===== src/rtl/dm_arb_pkg.sv =====
// Shared types and constants for the DataMemory arbiter.
package dm_arb_pkg;

  localparam int unsigned CNT_W  = 4;
  localparam int unsigned ADDR_W = 32;

  typedef enum logic {
    S_NORM,
    S_FORCE
  } state_t;

  typedef enum logic [1:0] {
    OWN_NONE,
    OWN_CPU,
    OWN_EXT
  } owner_t;

endpackage


===== src/rtl/dm_arbiter_if.sv =====
// Requester and memory-side signals of the DataMemory arbiter.
interface dm_arbiter_if #(
  parameter int unsigned AW = 9,
  parameter int unsigned DW = 32
);

  // CPU (MEM stage) port
  logic          cpu_req;
  logic          cpu_we;
  logic [31:0]   cpu_addr;
  logic [DW-1:0] cpu_wd;
  logic [DW-1:0] cpu_rd;
  logic          cpu_stall;
  logic          addr_err;

  // EXT (loader/debug) port
  logic          ext_req;
  logic          ext_we;
  logic [AW-1:0] ext_addr;
  logic [DW-1:0] ext_wd;
  logic          ext_gnt;
  logic          ext_rvalid;
  logic [DW-1:0] ext_rdata;

  // DataMemory port
  logic          DMWE;
  logic [31:0]   DMA;
  logic [DW-1:0] DMWD;
  logic [DW-1:0] DMRD;

  // Arbiter side
  modport slave (
    input  cpu_req, cpu_we, cpu_addr, cpu_wd,
    output cpu_rd, cpu_stall, addr_err,
    input  ext_req, ext_we, ext_addr, ext_wd,
    output ext_gnt, ext_rvalid, ext_rdata,
    output DMWE, DMA, DMWD,
    input  DMRD
  );

  // Requesters plus memory side
  modport master (
    output cpu_req, cpu_we, cpu_addr, cpu_wd,
    input  cpu_rd, cpu_stall, addr_err,
    output ext_req, ext_we, ext_addr, ext_wd,
    input  ext_gnt, ext_rvalid, ext_rdata,
    input  DMWE, DMA, DMWD,
    output DMRD
  );

endinterface


===== src/rtl/dm_starve_counter.sv =====
// Counts consecutive denied EXT cycles and forces one EXT grant after MAX_WAIT.
module dm_starve_counter
  import dm_arb_pkg::*;
#(
  parameter int unsigned MAX_WAIT = 4
) (
  input  logic Clk,
  input  logic Rst_n,
  input  logic ext_req,
  input  logic ext_gnt,
  output logic force_en
);

  localparam logic [CNT_W-1:0] CNT_MAX  = CNT_W'(MAX_WAIT);
  localparam logic [CNT_W-1:0] CNT_LAST = CNT_W'(MAX_WAIT - 1);

  state_t           state, state_nxt;
  logic [CNT_W-1:0] cnt, cnt_nxt;

  // State and wait-counter registers
  always_ff @(posedge Clk) begin
    if (!Rst_n) begin
      state <= S_NORM;
      cnt   <= '0;
    end else begin
      state <= state_nxt;
      cnt   <= cnt_nxt;
    end
  end

  // Next-state and saturating counter update
  always_comb begin
    state_nxt = state;
    cnt_nxt   = cnt;

    if (!ext_req || ext_gnt) begin
      cnt_nxt = '0;
    end else if (cnt != CNT_MAX) begin
      cnt_nxt = cnt + CNT_W'(1);
    end

    unique case (state)
      S_NORM: begin
        if (ext_req && !ext_gnt && (cnt == CNT_LAST)) begin
          state_nxt = S_FORCE;
        end
      end
      S_FORCE: begin
        // A force window lasts exactly one cycle, used or not
        state_nxt = S_NORM;
      end
      default: state_nxt = S_NORM;
    endcase
  end

  assign force_en = (state == S_FORCE);

endmodule


===== src/rtl/dm_arbiter.sv =====
// Shares the single-port DataMemory between the MEM stage and the EXT port.
module dm_arbiter
  import dm_arb_pkg::*;
#(
  parameter int unsigned AW       = 9,
  parameter int unsigned DW       = 32,
  parameter int unsigned MAX_WAIT = 4
) (
  input  logic         Clk,
  input  logic         Rst_n,
  dm_arbiter_if.slave  bus
);

  owner_t owner;
  logic   force_en;
  logic   in_range;

  assign in_range = (bus.cpu_addr[ADDR_W-1:AW] == '0);

  dm_starve_counter #(
    .MAX_WAIT (MAX_WAIT)
  ) u_starve (
    .Clk      (Clk),
    .Rst_n    (Rst_n),
    .ext_req  (bus.ext_req),
    .ext_gnt  (bus.ext_gnt),
    .force_en (force_en)
  );

  // Owner selection: forced EXT, then CPU, then EXT; nobody during reset
  always_comb begin
    owner = OWN_NONE;
    if (!Rst_n) begin
      owner = OWN_NONE;
    end else if (force_en && bus.ext_req) begin
      owner = OWN_EXT;
    end else if (bus.cpu_req) begin
      owner = OWN_CPU;
    end else if (bus.ext_req) begin
      owner = OWN_EXT;
    end
  end

  // Memory port mux and requester status
  always_comb begin
    bus.DMWE    = 1'b0;
    bus.DMA     = bus.cpu_addr;
    bus.DMWD    = '0;
    bus.ext_gnt = 1'b0;
    bus.cpu_rd  = in_range ? bus.DMRD : '0;

    unique case (owner)
      OWN_CPU: begin
        bus.DMA  = bus.cpu_addr;
        bus.DMWD = bus.cpu_wd;
        bus.DMWE = bus.cpu_we && in_range;
      end
      OWN_EXT: begin
        bus.DMA     = ADDR_W'(bus.ext_addr);
        bus.DMWD    = bus.ext_wd;
        bus.DMWE    = bus.ext_we;
        bus.ext_gnt = 1'b1;
      end
      default: ;
    endcase

    bus.cpu_stall = Rst_n && bus.cpu_req && (owner != OWN_CPU);
  end

  // Registered EXT read return and sticky out-of-range flag
  always_ff @(posedge Clk) begin
    if (!Rst_n) begin
      bus.ext_rvalid <= 1'b0;
      bus.ext_rdata  <= '0;
      bus.addr_err   <= 1'b0;
    end else begin
      bus.ext_rvalid <= (owner == OWN_EXT) && !bus.ext_we;
      if ((owner == OWN_EXT) && !bus.ext_we) begin
        bus.ext_rdata <= bus.DMRD;
      end
      if ((owner == OWN_CPU) && !in_range) begin
        bus.addr_err <= 1'b1;
      end
    end
  end

endmodule

===== src/flat_wrapper.sv =====
// flat-port wrapper written by rule: the top's interface ports become plain ports
module dm_arbiter_flat import dm_arb_pkg::*;
#(
  parameter int unsigned AW       = 9,
  parameter int unsigned DW       = 32,
  parameter int unsigned MAX_WAIT = 4
)
  (Clk, Rst_n, bus_cpu_req, bus_cpu_we, bus_cpu_addr, bus_cpu_wd, bus_cpu_rd, bus_cpu_stall, bus_addr_err, bus_ext_req, bus_ext_we, bus_ext_addr, bus_ext_wd, bus_ext_gnt, bus_ext_rvalid, bus_ext_rdata, bus_DMWE, bus_DMA, bus_DMWD, bus_DMRD);
  dm_arbiter_if #(.AW(AW), .DW(DW)) bus_i ();
  input  logic Clk;
  input  logic Rst_n;
  input wire logic [$bits(bus_i.cpu_req)-1:0] bus_cpu_req;
  input wire logic [$bits(bus_i.cpu_we)-1:0] bus_cpu_we;
  input wire logic [$bits(bus_i.cpu_addr)-1:0] bus_cpu_addr;
  input wire logic [$bits(bus_i.cpu_wd)-1:0] bus_cpu_wd;
  output wire logic [$bits(bus_i.cpu_rd)-1:0] bus_cpu_rd;
  output wire logic [$bits(bus_i.cpu_stall)-1:0] bus_cpu_stall;
  output wire logic [$bits(bus_i.addr_err)-1:0] bus_addr_err;
  input wire logic [$bits(bus_i.ext_req)-1:0] bus_ext_req;
  input wire logic [$bits(bus_i.ext_we)-1:0] bus_ext_we;
  input wire logic [$bits(bus_i.ext_addr)-1:0] bus_ext_addr;
  input wire logic [$bits(bus_i.ext_wd)-1:0] bus_ext_wd;
  output wire logic [$bits(bus_i.ext_gnt)-1:0] bus_ext_gnt;
  output wire logic [$bits(bus_i.ext_rvalid)-1:0] bus_ext_rvalid;
  output wire logic [$bits(bus_i.ext_rdata)-1:0] bus_ext_rdata;
  output wire logic [$bits(bus_i.DMWE)-1:0] bus_DMWE;
  output wire logic [$bits(bus_i.DMA)-1:0] bus_DMA;
  output wire logic [$bits(bus_i.DMWD)-1:0] bus_DMWD;
  input wire logic [$bits(bus_i.DMRD)-1:0] bus_DMRD;
  assign bus_i.cpu_req = bus_cpu_req;
  assign bus_i.cpu_we = bus_cpu_we;
  assign bus_i.cpu_addr = bus_cpu_addr;
  assign bus_i.cpu_wd = bus_cpu_wd;
  assign bus_cpu_rd = bus_i.cpu_rd;
  assign bus_cpu_stall = bus_i.cpu_stall;
  assign bus_addr_err = bus_i.addr_err;
  assign bus_i.ext_req = bus_ext_req;
  assign bus_i.ext_we = bus_ext_we;
  assign bus_i.ext_addr = bus_ext_addr;
  assign bus_i.ext_wd = bus_ext_wd;
  assign bus_ext_gnt = bus_i.ext_gnt;
  assign bus_ext_rvalid = bus_i.ext_rvalid;
  assign bus_ext_rdata = bus_i.ext_rdata;
  assign bus_DMWE = bus_i.DMWE;
  assign bus_DMA = bus_i.DMA;
  assign bus_DMWD = bus_i.DMWD;
  assign bus_i.DMRD = bus_DMRD;
  dm_arbiter #(.AW(AW), .DW(DW), .MAX_WAIT(MAX_WAIT)) u_core (.Clk(Clk), .Rst_n(Rst_n), .bus(bus_i));
endmodule

===== config.mk =====
export PLATFORM = sky130hd
export DESIGN_NAME = dm_arbiter_flat
export DESIGN_NICKNAME = d
export VERILOG_FILES = /design/src/rtl/dm_arb_pkg.sv /design/src/rtl/dm_arbiter_if.sv /design/src/rtl/dm_starve_counter.sv /design/src/rtl/dm_arbiter.sv /design/src/flat_wrapper.sv
export SDC_FILE = /design/constraint.sdc
export NUM_CORES = 1
export LEC_CHECK = 0
export CAP_MARGIN = 25
export CORE_ASPECT_RATIO = 0.75
export CORE_MARGIN = 3
export CORE_UTILIZATION = 30
export DETAILED_ROUTE_END_ITERATION = 8
export PLACE_DENSITY = 0.92
export REMOVE_ABC_BUFFERS = 1
export SYNTH_ARGS = -nofsm -noshare
export SYNTH_HDL_FRONTEND = slang
export SYNTH_HIERARCHICAL = 1
export SYNTH_SLANG_ARGS = --single-unit

===== constraint.sdc =====
create_clock -name Clk -period 3.2 [get_ports Clk]
set_input_delay 0.8 -clock Clk [delete_from_list [all_inputs] [get_ports Clk]]
set_output_delay 0.8 -clock Clk [all_outputs]
set_load 0.01 [all_outputs]

**After elaboration in Yosys (flattened, before gate mapping)**

Cells that the tools add are included.

- Memory bits (writable): 0
- Bits in latches: 0
- Bits in registers: 39
- ROM bits: 0
- Logic and storage cells: 39
- Memories: 0
- Output and inout port bits: 133

- $add $sub $neg: 1
- Bitwise logic cells: 2
- Shift operators: 0
- Muxes and demuxes: 11
- Magnitude comparators: 0
- Div/mod/pow operators: 0
- Equality and inequality tests: 5
- Multipliers: 0
- Reduce and logical (&&, ||, !) cells: 15

Operator list:

| kind | number |
|---|---|
| two-way mux 32 bit | 2 |
| one-hot mux 32 bit (2 select lines) | 1 |
| zero test 23 bit | 1 |
| logical AND 1 bit | 8 |
| two-way mux 2 bit | 4 |
| adder 4 x 1 -> 4 bit (second input constant) | 1 |
| equality test 4 x 2 -> 1 bit (second input constant) | 1 |
| zero test 1 bit | 4 |
| != test 4 x 3 -> 1 bit (second input constant) | 1 |
| one-hot mux 1 bit (2 select lines) | 2 |
| equality test 2 x 1 -> 1 bit (second input constant) | 1 |
| equality test 2 bit (second input constant) | 1 |
| two-way mux 1 bit | 2 |
| != test 2 x 1 -> 1 bit (second input constant) | 1 |
| inverter 1 bit | 2 |
| OR reduction 2 bit | 1 |
| logical OR 1 bit | 1 |

**Depth between registers and ports, before layout**

- Depth after elaboration: 11
- Mapped depth: 10

**Modules after synthesis**

The synthesis kept the hierarchy.

Modules (own cells, without submodules):

| module | times used | sequential area each (sq um) | area an instance (sq um) | cells an instance |
|---|---|---|---|---|
| dm_arbiter | 1 | 680.7 | 2538.7 | 347 |
| dm_starve_counter | 1 | 100.1 | 254.0 | 24 |

**Worst setup path before layout**

OpenSTA, ideal clock, no wires.

- Path type: in2out
- Start point: input port Rst_n
- End point: output port bus_DMWD[23]
- Arrival time: 2.292 ns
- Stages: 8
- Path slack: 0.108 ns
- Required time: 2.400 ns
- Path buffers: 3
- Cell sequence: clkbuf_1 > o211ai_1 > inv_1 > ha_1 > buf_2 > clkbuf_1 > a22oi_1 > nor2_1

- Cells in the longest elaborated chain, start to end: 3
- Elaborated cells on any way between the ends: 4

RTL lines:

| what | RTL line | RTL |
|---|---|---|
| start, declared | flat_wrapper.sv:11 | `input logic Rst_n;` |
| two-way mux 2 bit * | dm_arbiter.sv:33 | `if (!Rst_n) begin` |
| equality test 2 bit or equality test 2 x 1 -> 1 bit (tied branches) | dm_arbiter.sv:52 | `unique case (owner)` |
| one-hot mux 32 bit (2 select lines) * | dm_arbiter.sv:52 |  |
| end, declared | flat_wrapper.sv:28 | `output wire logic [$bits(bus_i.DMWD)-1:0] bus_DMWD;` |

Mark *: on every way between the ends. The rest lies on a longest branch, timed or not.

**Worst setup path after layout**

- Start point: input port Rst_n
- End point: output port bus_DMWD[29]

The elaborated chain is that of the path after synthesis.

==> impl_results.md <==
* Post-route clock period utilization at 0.986
* Depth of the worst register-to-register path at 10
* Max-slew violation count at 0
* Share of async-settable or async-resettable flops after synthesis at 0
* Router iterations before antenna repair at 4
* Starting Density at 0.319
* Non-Filler Instances at 779
* Hold Path Origin: u_core/bus.ext_rdata[20]
* Data required time of the critical path at 2.40 ns
* Slew @ Worst Pin at 0.323 ns
* Worst vdd rail ir drop at 0.226 mV
* # fillers at 681
* Setup slack after placement at -0.657 ns
* Relative slew slack at 0.783
* Area contributors post-synth: dfxtp_1 (28%), nor3_2 (11%), nand2_1 (9.0%), a21boi_0 (8.6%), a22oi_1 (8.6%)
* Endpoint of the worst hold path: u_core/bus.ext_rdata[20]
* Critical Path AT at 2.36 ns
* Most used flip-flop cell after synthesis: dfxtp_1
* H-Tree Depth at 2
* Pwr/cell area at 252 nW/um^2
* Category of the critical setup timing path: input pin to primary output
* Pleak at 2.48 nW
* Area fraction of the dominant cell type after synthesis at 0.280
* Die outline area at 10500 um^2
* Total global routing track utilization at 0.254
* Post-synth EDFFs at 0
* Synth Instances at 371
* 1st-iter DRT viols at 201
* Worst Setup Slack, final at 0.0438 ns
* Seq/Total Area, Yosys at 0.280
* Half-perimeter wire length after detailed placement at 11100 um
* Most common cell in the netlist: nand2_1
* Critical R2R Capture: u_core/bus.ext_rdata[0]
* Setup repair after global routing missed its margin: true
* Wire length of the first global-routing pass at 21000 um
* Die X-Extent at 117 um
* Top fanout value on the critical path at 16
* Top-level I/O count at 276
* Critical Path End Type: primary output
* Final hold violation count at 0
* Clk buf depth at 2
* Synth warnings at 6
* Worst reg2reg path startpoint: u_core/u_starve/force_en
* Synthesized area per cell at 7.53 um^2
* Kind of path behind the tightest hold check: flip-flop to flip-flop
* Unique masters post-synth at 31
* Maxcap violations at 0
* Global route total overflow at 0
* Maximum number of pins on one net before global-route repair at 32
* CTS Sinks at 39
* Layout net count at 801
* Worst hold path depth at 2
* Clock Skews at 0.00468 ns
* Post-synth top area cell: dfxtp_1
* CTS Buf Count at 5
* Placed Cells at 759
* Total wire length after detailed routing at 14500 um
* Highest clock rate at 0.317 GHz
* Area growth, synth to finish at 115%
* Wire length per cell at 18.7 um
* Clock root buffer master: clkbuf_16
* Number of register bits inferred by synthesis at 39
* Fraction of final layout cells sized beyond drive strength 1 at 0.278
* Number of rows in the core area at 29
* I/O Buffers at 275
* Core region area at 8740 um^2
* Initial antenna violation count at 1
* TritonCTS clock tree: built
* Post-synthesis instance area at 2790 um^2
* Total DRC errors in the routed layout at 0
* Number of global-route vias before repair at 3877
* Clk pin slew, worst setup/hold paths at 0.06 ns
* Total number of vias at 3691
* Clock latency reported for the late side of the worst-skew pair at 0.27 ns
* Worst reg-to-reg setup slack at 0.96 ns
* Most used standard cells in the synthesized netlist: nand2_1 (67), dfxtp_1 (39), inv_1 (37), nor2_1 (37)
* Startpoint class of the critical path: input pin
* Final weighted congestion in routability-driven placement at 0.851
* Final setup vio count at 0
* Final min period at 3.16 ns
* Status: complete, no violations
* Remaining antenna violation count at 0
* Chip height at 89.6 um
* Via density per instance at 4.74
layout by cell type, fill, tap and decap left out, types with 4 or more instances in the layout:
| cell type | instances |
|---|---|
| clkdlybuf4s15_2 | 19 |
| a21boi_0 | 32 |
| nor4_4 | 4 |
| inv_1 | 36 |
| dlygate4sd2_1 | 30 |
| nor2b_1 | 19 |
| clkbuf_2 | 29 |
| buf_4 | 20 |
| a22oi_1 | 23 |
| nor3_2 | 30 |
| clkdlybuf4s15_1 | 8 |
| mux2_2 | 9 |
| buf_2 | 26 |
| clkdlybuf4s50_1 | 156 |
| nor2b_2 | 5 |
| buf_12 | 5 |
| a22oi_2 | 9 |
| dfxtp_1 | 39 |
| clkbuf_16 | 5 |
| nand2_1 | 66 |
| nor2_1 | 37 |
| dlymetal6s2s_1 | 7 |
where the power goes:
| group | switching, mW | internal, mW | total [mW] |
|---|---|---|---|
| Combinational | 0.192 | 0.273 | 0.466 |
| Clock | 0.182 | 0.363 | 0.544 |
| Sequential | 0.00608 | 0.495 | 0.501 |
cells by family (layout without fill, tap and decap cells):
group                    count (synthesis)  in the layout  share of synthesized area
AND/OR/NAND/NOR                        176            176                      0.359
AO/OA/AOI/OAI                           71             71                      0.193
buffers and inverters                   69            352                      0.104
flip-flops                              39             39                      0.280
multiplexers                            11             11                     0.0435
adder cells (fa/ha/maj)                  4              4                     0.0179
XOR/XNOR                                 1              1                    0.00314
other                                    0              1                          0
sequential cells by signal, summed over array words and instances, names as in the netlist:
signal                    count
u_core/bus.ext_rdata         32
u_core/u_starve/cnt           4
u_core/bus.addr_err           1
u_core/bus.ext_rvalid         1
u_core/u_starve/force_en      1
stage by stage:
step / utilization / cell area, um^2 / power [mW] / TNS, ns / hold slack (ns)
after floorplan: - / 2640 / 0.644 / -41.61 / 0.420
after global placement: 0.661 / 5780 / 0.967 / -45.64 / 0.444
after detailed placement: 0.661 / 5780 / 0.980 / -52.44 / 0.455
after CTS: 0.701 / 6130 / 1.52 / 0 / 0.464
after global routing: 0.686 / 6000 / 1.58 / -0.0130 / 0.491
final: 0.686 / 6000 / 1.51 / 0 / 0.462
what timing repair did:
action,CTS,global route
endpoints found under the setup margin,99,74
pin swaps,8,9
hold buffers,0,0
gates cloned,3,0
hold endpoints to repair,0,0
buffers inserted,8,1
gates resized for setup,255,82
worst max-delay path, stage by stage:
cell	delay, ns
clkdlybuf4s15_2	0.21
buf_12	0.11
nand2_1	0.07
a21oi_2	0.15
buf_4	0.13
ha_2	0.28
buf_4	0.20
nor2_1	0.13
clkdlybuf4s15_1	0.26
layout make-up:
cell class,count,area [um^2],area share
tap,124,155,0.0259
inverter,37,139,0.0232
clock buffer,5,125,0.0209
clock inverter,2,37.5,0.00626
multi-input combinational,263,1870,0.312
sequential,39,781,0.130
antenna,1,2.50,0.000417
timing repair buffer,308,2890,0.482
metal layers:
layer	GRT usage	vias up	wire length, um
li1	-	1793	-
met1	0.279	1744	5410
met2	0.493	136	7890
met3	0.0753	18	977
met4	0.0575	0	262
met5	0	-	0
how the worst max path moves through the flow:
stage                      from                 endpoint  slack [ns]  cells past startpoint
CTS                 bus_cpu_req              bus_DMA[11]       0.001                      9
global placement          Rst_n                 bus_DMWE       -0.54                      7
floorplan           bus_cpu_req  u_core/bus.ext_rdata[0]       -0.66                      7
global route        bus_cpu_req             bus_DMWD[13]       -0.01                      9
finish                    Rst_n             bus_DMWD[29]        0.04                      9
detailed placement        Rst_n               bus_DMA[7]       -0.66                      8
Note: power is estimated with default switching activity, not from simulation.
